===== src/rtl/hand_row_render.sv =====
// hand_row_render
// Draws one horizontal row of playing cards on a VGA raster. Each of SLOTS
// slots holds a 6-bit card code (0..53 = card, 54..63 = empty). A running
// slot/offset tracker follows h_cnt without any divider. A 3-stage pipeline
// drives the card pixel memory and merges its data with background and
// highlight colours.
//
// Ports:
//   clk_25MHz   pixel clock
//   rst         asynchronous active-high reset
//   h_cnt/v_cnt VGA column/row; h_cnt advances by 1 per clock within a line
//   valid       display-active flag
//   slot_we/slot_idx/slot_card   slot table write port
//   sel_en/sel_idx               highlighted slot
//   pixel_x/pixel_y/card_type    address to the card pixel memory (stage 1)
//   card_pixel  memory data, valid one clock after the address
//   rgb/rgb_valid               final colour, 3 clocks after h_cnt/v_cnt
//
// Handshake: there is no backpressure. Every clock accepts one raster
// position, and rgb_valid/rgb for it appear exactly three clocks later.
module hand_row_render #(
  parameter int          X0    = 64,
  parameter int          Y0    = 400,
  parameter int          SLOTS = 16,
  parameter int          PITCH = 36,
  parameter logic [11:0] BG    = 12'h063,
  parameter logic [11:0] HL    = 12'hFF0
) (
  input  logic        clk_25MHz,
  input  logic        rst,
  input  logic [9:0]  h_cnt,
  input  logic [9:0]  v_cnt,
  input  logic        valid,
  input  logic        slot_we,
  input  logic [3:0]  slot_idx,
  input  logic [5:0]  slot_card,
  input  logic        sel_en,
  input  logic [3:0]  sel_idx,
  output logic [5:0]  pixel_x,
  output logic [5:0]  pixel_y,
  output logic [5:0]  card_type,
  input  logic [11:0] card_pixel,
  output logic [11:0] rgb,
  output logic        rgb_valid
);

  localparam logic [9:0] X0_L       = 10'(X0);
  localparam logic [9:0] Y0_L       = 10'(Y0);
  localparam logic [9:0] Y_END      = 10'(Y0 + 46);
  localparam logic [4:0] SLOTS_L    = 5'(SLOTS);
  localparam logic [5:0] PITCH_LAST = 6'(PITCH - 1);

  // Slot table. Entries at or above SLOTS are never written and keep the
  // empty code, so the 4-bit tracker can index the array directly.
  logic [5:0] slot_tab [16];

  logic [3:0] slot_q;
  logic [5:0] off_q;
  logic [3:0] frame_cnt;
  logic       blink;

  // Stage 0 (combinational view of the current raster position)
  logic       at_x0;
  logic [3:0] cur_slot;
  logic [5:0] cur_off;
  logic [5:0] cur_code;
  logic [5:0] row0;
  logic       hit0, border0, sel0;

  // Stage 1 / stage 2 flags
  logic s1_hit, s1_valid, s1_border, s1_sel;
  logic s2_hit, s2_valid, s2_border, s2_sel;

  // The tracker reload is applied combinationally so that the cycle with
  // h_cnt==X0 already sees slot 0 / offset 0; the registers then hold the
  // position for the following column.
  always_comb begin
    at_x0    = (h_cnt == X0_L);
    cur_slot = at_x0 ? 4'd0 : slot_q;
    cur_off  = at_x0 ? 6'd0 : off_q;
    cur_code = slot_tab[cur_slot];
    row0     = 6'(v_cnt - Y0_L);
    hit0     = valid && (h_cnt >= X0_L) && (cur_off < 6'd32) &&
               ({1'b0, cur_slot} < SLOTS_L) &&
               (v_cnt >= Y0_L) && (v_cnt < Y_END) && (cur_code <= 6'd53);
    border0  = (cur_off[4:0] == 5'd0) || (cur_off[4:0] == 5'd31) ||
               (row0 == 6'd0) || (row0 == 6'd45);
    sel0     = sel_en && ({1'b0, sel_idx} < SLOTS_L) && (cur_slot == sel_idx);
  end

  // Slot table writes; a write lands at the edge, so the scan in the same
  // cycle still reads the previous code.
  always_ff @(posedge clk_25MHz or posedge rst) begin
    if (rst) begin
      for (int i = 0; i < 16; i++) slot_tab[i] <= 6'd63;
    end else if (slot_we && ({1'b0, slot_idx} < SLOTS_L)) begin
      slot_tab[slot_idx] <= slot_card;
    end
  end

  // Slot/offset tracker; slot saturates at 15 past the end of the row.
  always_ff @(posedge clk_25MHz or posedge rst) begin
    if (rst) begin
      slot_q <= 4'd0;
      off_q  <= 6'd0;
    end else if (cur_off == PITCH_LAST) begin
      off_q  <= 6'd0;
      slot_q <= (cur_slot == 4'd15) ? cur_slot : cur_slot + 4'd1;
    end else begin
      off_q  <= cur_off + 6'd1;
      slot_q <= cur_slot;
    end
  end

  // Frame counter and blink (blink toggles every 16 frames).
  always_ff @(posedge clk_25MHz or posedge rst) begin
    if (rst) begin
      frame_cnt <= 4'd0;
      blink     <= 1'b0;
    end else if ((h_cnt == 10'd0) && (v_cnt == 10'd0)) begin
      frame_cnt <= frame_cnt + 4'd1;
      if (frame_cnt == 4'hF) blink <= ~blink;
    end
  end

  // Stage 1: memory address plus flags. Address is forced to 0 on a miss.
  always_ff @(posedge clk_25MHz or posedge rst) begin
    if (rst) begin
      pixel_x   <= 6'd0;
      pixel_y   <= 6'd0;
      card_type <= 6'd0;
      s1_hit    <= 1'b0;
      s1_valid  <= 1'b0;
      s1_border <= 1'b0;
      s1_sel    <= 1'b0;
    end else begin
      pixel_x   <= hit0 ? {1'b0, cur_off[4:0]} : 6'd0;
      pixel_y   <= hit0 ? row0 : 6'd0;
      card_type <= hit0 ? cur_code : 6'd0;
      s1_hit    <= hit0;
      s1_valid  <= valid;
      s1_border <= border0;
      s1_sel    <= sel0;
    end
  end

  // Stage 2: flags wait for the memory read; card_pixel is valid here.
  always_ff @(posedge clk_25MHz or posedge rst) begin
    if (rst) begin
      s2_hit    <= 1'b0;
      s2_valid  <= 1'b0;
      s2_border <= 1'b0;
      s2_sel    <= 1'b0;
    end else begin
      s2_hit    <= s1_hit;
      s2_valid  <= s1_valid;
      s2_border <= s1_border;
      s2_sel    <= s1_sel;
    end
  end

  // Output colour selection.
  always_ff @(posedge clk_25MHz or posedge rst) begin
    if (rst) begin
      rgb       <= 12'h000;
      rgb_valid <= 1'b0;
    end else begin
      rgb_valid <= s2_valid;
      if (!s2_valid)                                 rgb <= 12'h000;
      else if (s2_hit && s2_sel && s2_border && blink) rgb <= HL;
      else if (s2_hit)                               rgb <= card_pixel;
      else                                           rgb <= BG;
    end
  end

endmodule

===== config.mk =====
export PLATFORM = sky130hd
export DESIGN_NAME = hand_row_render
export DESIGN_NICKNAME = d
export VERILOG_FILES = /design/src/rtl/hand_row_render.sv
export SDC_FILE = /design/constraint.sdc
export NUM_CORES = 1
export LEC_CHECK = 0
export ABC_AREA = 1
export BUFFER_PORTS_ARGS = -buffer_cell sky130_fd_sc_hd__buf_2
export CAP_MARGIN = 25
export CORE_MARGIN = 2
export CORE_UTILIZATION = 50
export DETAILED_ROUTE_END_ITERATION = 8
export PLACE_DENSITY = 0.73
export SYNTH_ARGS = -nofsm -noshare
export SYNTH_HDL_FRONTEND = slang
export SYNTH_SLANG_ARGS = --single-unit

===== constraint.sdc =====
create_clock -name clk_25MHz -period 4.65 [get_ports clk_25MHz]
set_clock_uncertainty 0.1 [all_clocks]
set_input_delay 0.465 -clock clk_25MHz [delete_from_list [all_inputs] [get_ports clk_25MHz]]
set_output_delay 0.465 -clock clk_25MHz [all_outputs]
set_load 0.02 [all_outputs]

==> reports/results.ini <==
[hold_path]
holdPathEnd = s1_valid$_DFF_PP0_
min_delay_path_depth = 1
hold_class = in2reg
min_from = valid

[cts]
clkLatencyLatePin_ns = 0.42
root_buffer = clkbuf_16
htree_levels = 4
cts_tree = done
clkSinkCount = 149
numCtsBuffers = 17
cts_max_path_buffers = 2
clk_pin_slew_ns = 0.06
ctsResizeCount = 0

[cells_and_area]
most-common-layout-cells = nand2_1 (212), o21ai_0 (105), dfstp_2 (96)
area_delta_synth_final_pct = 16.5
n_antenna_cell = 0
drive_gt1_share_pct = 25.7
final_cell_area_um2 = 8000
fin_nets = 926
layout_commonest_cell = nand2_1
finalNonFillerCells = 1055

[yosys]
synth_cell_type_count = 37
netlist_area_um2 = 6870
synth_xor_area_share_pct = 1.02
synth-compound-area-share_pct = 11.1
synth_top_family_by_area = simple AND/OR/NAND/NOR gates
postSynthCellCount = 802
synth_mux_area_share_pct = 0.164
yosysSeqAreaShare_pct = 56.0
async_flop_share_pct = 100
synth_adder_area_share_pct = 1.64
yosys_warnings = 0
synth_simple_gate_area_share_pct = 22.9
syn_nets = 862
synth_edf_count = 0
synth-seq-cells = 149
ys.flop_type = dfstp_2
avgSynthCellArea_um2 = 8.57

[placed_design]
globalplace.congestion = 0.841
dpl_cell_area_um2 = 7340
dpl.hpwl_um = 10900
dp.cells = 1021
portBuffers = 80
pre_cts_slack_ns = 1.58

[timing]
rsz0062_at_grt = no
slew_headroom_pct = 41.8
setup_ws_ns = 1.73
final_hold_viol_count = 0
worst_pin_slew_ns = 0.870
fin_crit_sh_pct = 62.7
period_minus_slack_ns = 2.92
final_max_slew_viol_count = 0
fin_tns_setup_ns = 0
max_freq_mhz = 343
setup_violations = 0

[grt]
grt_pass1_vias = 5391
antenna_found_initial = 0
grt_pass1_wl_um = 27600
grt_max_degree = 111
grt_overflow_total = 0
grt_usage_pct = 24.4

[floorplan]
core_area_um2 = 13300
row_count = 42
ioPinCount = 82
start_util_pct = 51.5
fp.dieArea_um2 = 14700
dieWidth_um = 121
die-height_um = 121

[routing]
via_count = 5598
detail_route.wl_per_cell_um = 16.0
drt_iter0_drc = 556
ant_nets = 0
drt_wl_total_um = 16800
dr.pass1.iters = 5
via_per_inst = 5.31
drc = 0

[worst_setup_path]
r2r_end = card_type[3]$_DFF_PP0_
cp-start-kind = flip-flop
crit_path_end_kind = flip-flop
critPathRequiredTime_ns = 4.86
r2r_start = slot_q[0]$_DFF_PP0_
reg2reg_depth = 13
cp.arrival_ns = 3.12
cp_max_fo = 28
r2r_slack_ns = 1.73
worstSetupPathType = reg2reg

[pwr]
seq_power_share_pct = 41.4
swShare_pct = 31.9
combinationalPowerShare_pct = 24.5
powerDensity_nw_per_um2 = 531
p_switching_uw = 1350
p_int_uw = 2890
irDropWorstVdd_v = 0.000297
clkPwrFrac_pct = 34.0
leakage_uw = 0.00380
finalPower_uw = 4250

[job]
maxCapViolCount = 0

[status]
status = finished clean

[worst max path at each step]
| stage | startpoint | endpoint | depth (start not counted) |
|---|---|---|---|
| CTS | slot_q[0]$_DFF_PP0_ | card_type[4]$_DFF_PP0_ | 13 |
| floorplan | rst | blink$_DFFE_PP0P_ | 1 |
| global placement | h_cnt[8] | card_type[0]$_DFF_PP0_ | 16 |
| global route | slot_q[0]$_DFF_PP0_ | pixel_x[0]$_DFF_PP0_ | 13 |
| detailed placement | h_cnt[8] | card_type[3]$_DFF_PP0_ | 14 |
| finish | slot_q[0]$_DFF_PP0_ | card_type[3]$_DFF_PP0_ | 13 |
[per-stage QoR]
stage | util (%) | hold WS [ns]
finish | 59.9 | 0.0687
global route | 59.9 | 0.0602
CTS | 59.7 | 0.0528
detailed placement | 55.0 | 0.237
global placement | 55.0 | 0.237
floorplan | - | 0.231
[synthesized netlist by cell type, types with 2 or more instances]
library cell	instances	area, µm²
buf_4	4	30.0
o21ai_0	105	526
buf_2	12	60.1
ha_1	9	113
nand3_2	2	20.0
nand4_1	5	31.3
nand2_1	212	796
buf_6	2	22.5
nand3_1	74	370
xor2_1	4	35.0
nor4_1	4	25.0
o2111ai_1	2	17.5
nor3_1	6	30.0
clkbuf_1	26	97.6
dfstp_2	96	2520
a21oi_1	15	75.1
o221ai_1	2	17.5
o211ai_1	7	52.6
inv_1	72	270
dfrtp_1	53	1330
nor2_1	71	267
xnor2_1	4	35.0
[cell type report]
cell class              count  area (µm²)
repair buffers             89         490
flip-flops and latches    149        3850
multi-input cells         535        2530
fillers                  1169        5350
well taps                 176         220
clock inverters            12         179
inverters                  74         283
clock buffers              20         447
[state kept, by name, summed over array words and instances (netlist names), 4 cells and up]
register	count
rgb	12
pixel_y	6
pixel_x	5
card_type	6
off_q	6
frame_cnt	4
slot_q	4
slot_tab	96
[per-layer routing]
layer | routed length [µm] | GRT usage [%] | up-vias | share of wire [%]
met5 | 0 | 0 | - | 0
met4 | 220 | 7.90 | 0 | 1.3
met3 | 1290 | 5.83 | 21 | 7.7
met2 | 7830 | 38.7 | 220 | 46
met1 | 7500 | 33.3 | 2640 | 45
li1 | - | - | 2717 | -
[power by group through the flow]
stage	Combinational, µW	Clock, µW	Sequential (µW)
2_1_floorplan	763	0	1740
3_3_place_gp	1000	0	1770
3_5_place_dp	1020	0	1770
4_1_cts	1030	1470	1760
5_1_grt	1180	1520	1790
6_report	1040	1450	1760
[logic make-up (layout without fill, tap and decap cells)]
kind of cell,count (synthesis),in the layout
adder cells (fa/ha/maj),9,9
buffers and inverters,118,195
AO/OA/AOI/OAI,138,138
XOR/XNOR,8,8
other,1,1
flip-flops,149,149
AND/OR/NAND/NOR,378,378
multiplexers,1,1
[repair_timing]
action	in CTS	in global routing
setup endpoints to repair	0	0
hold endpoints to repair	0	1
hold buffers	0	1
buffers inserted	0	0
[worst max-delay path: stages, from the launching register on]
cell	delay, ns
dfrtp_1	0.32
buf_4	0.30
inv_1	0.14
nor2_1	0.59
buf_4	0.33
nand2_1	0.13
nand3_1	0.10
nand3_1	0.09
nand3_1	0.09
nand2_1	0.09
nor2_1	0.15
nand2_2	0.09
nand2_4	0.18
nor2_1	0.07
(Power assumes the default switching activity.)
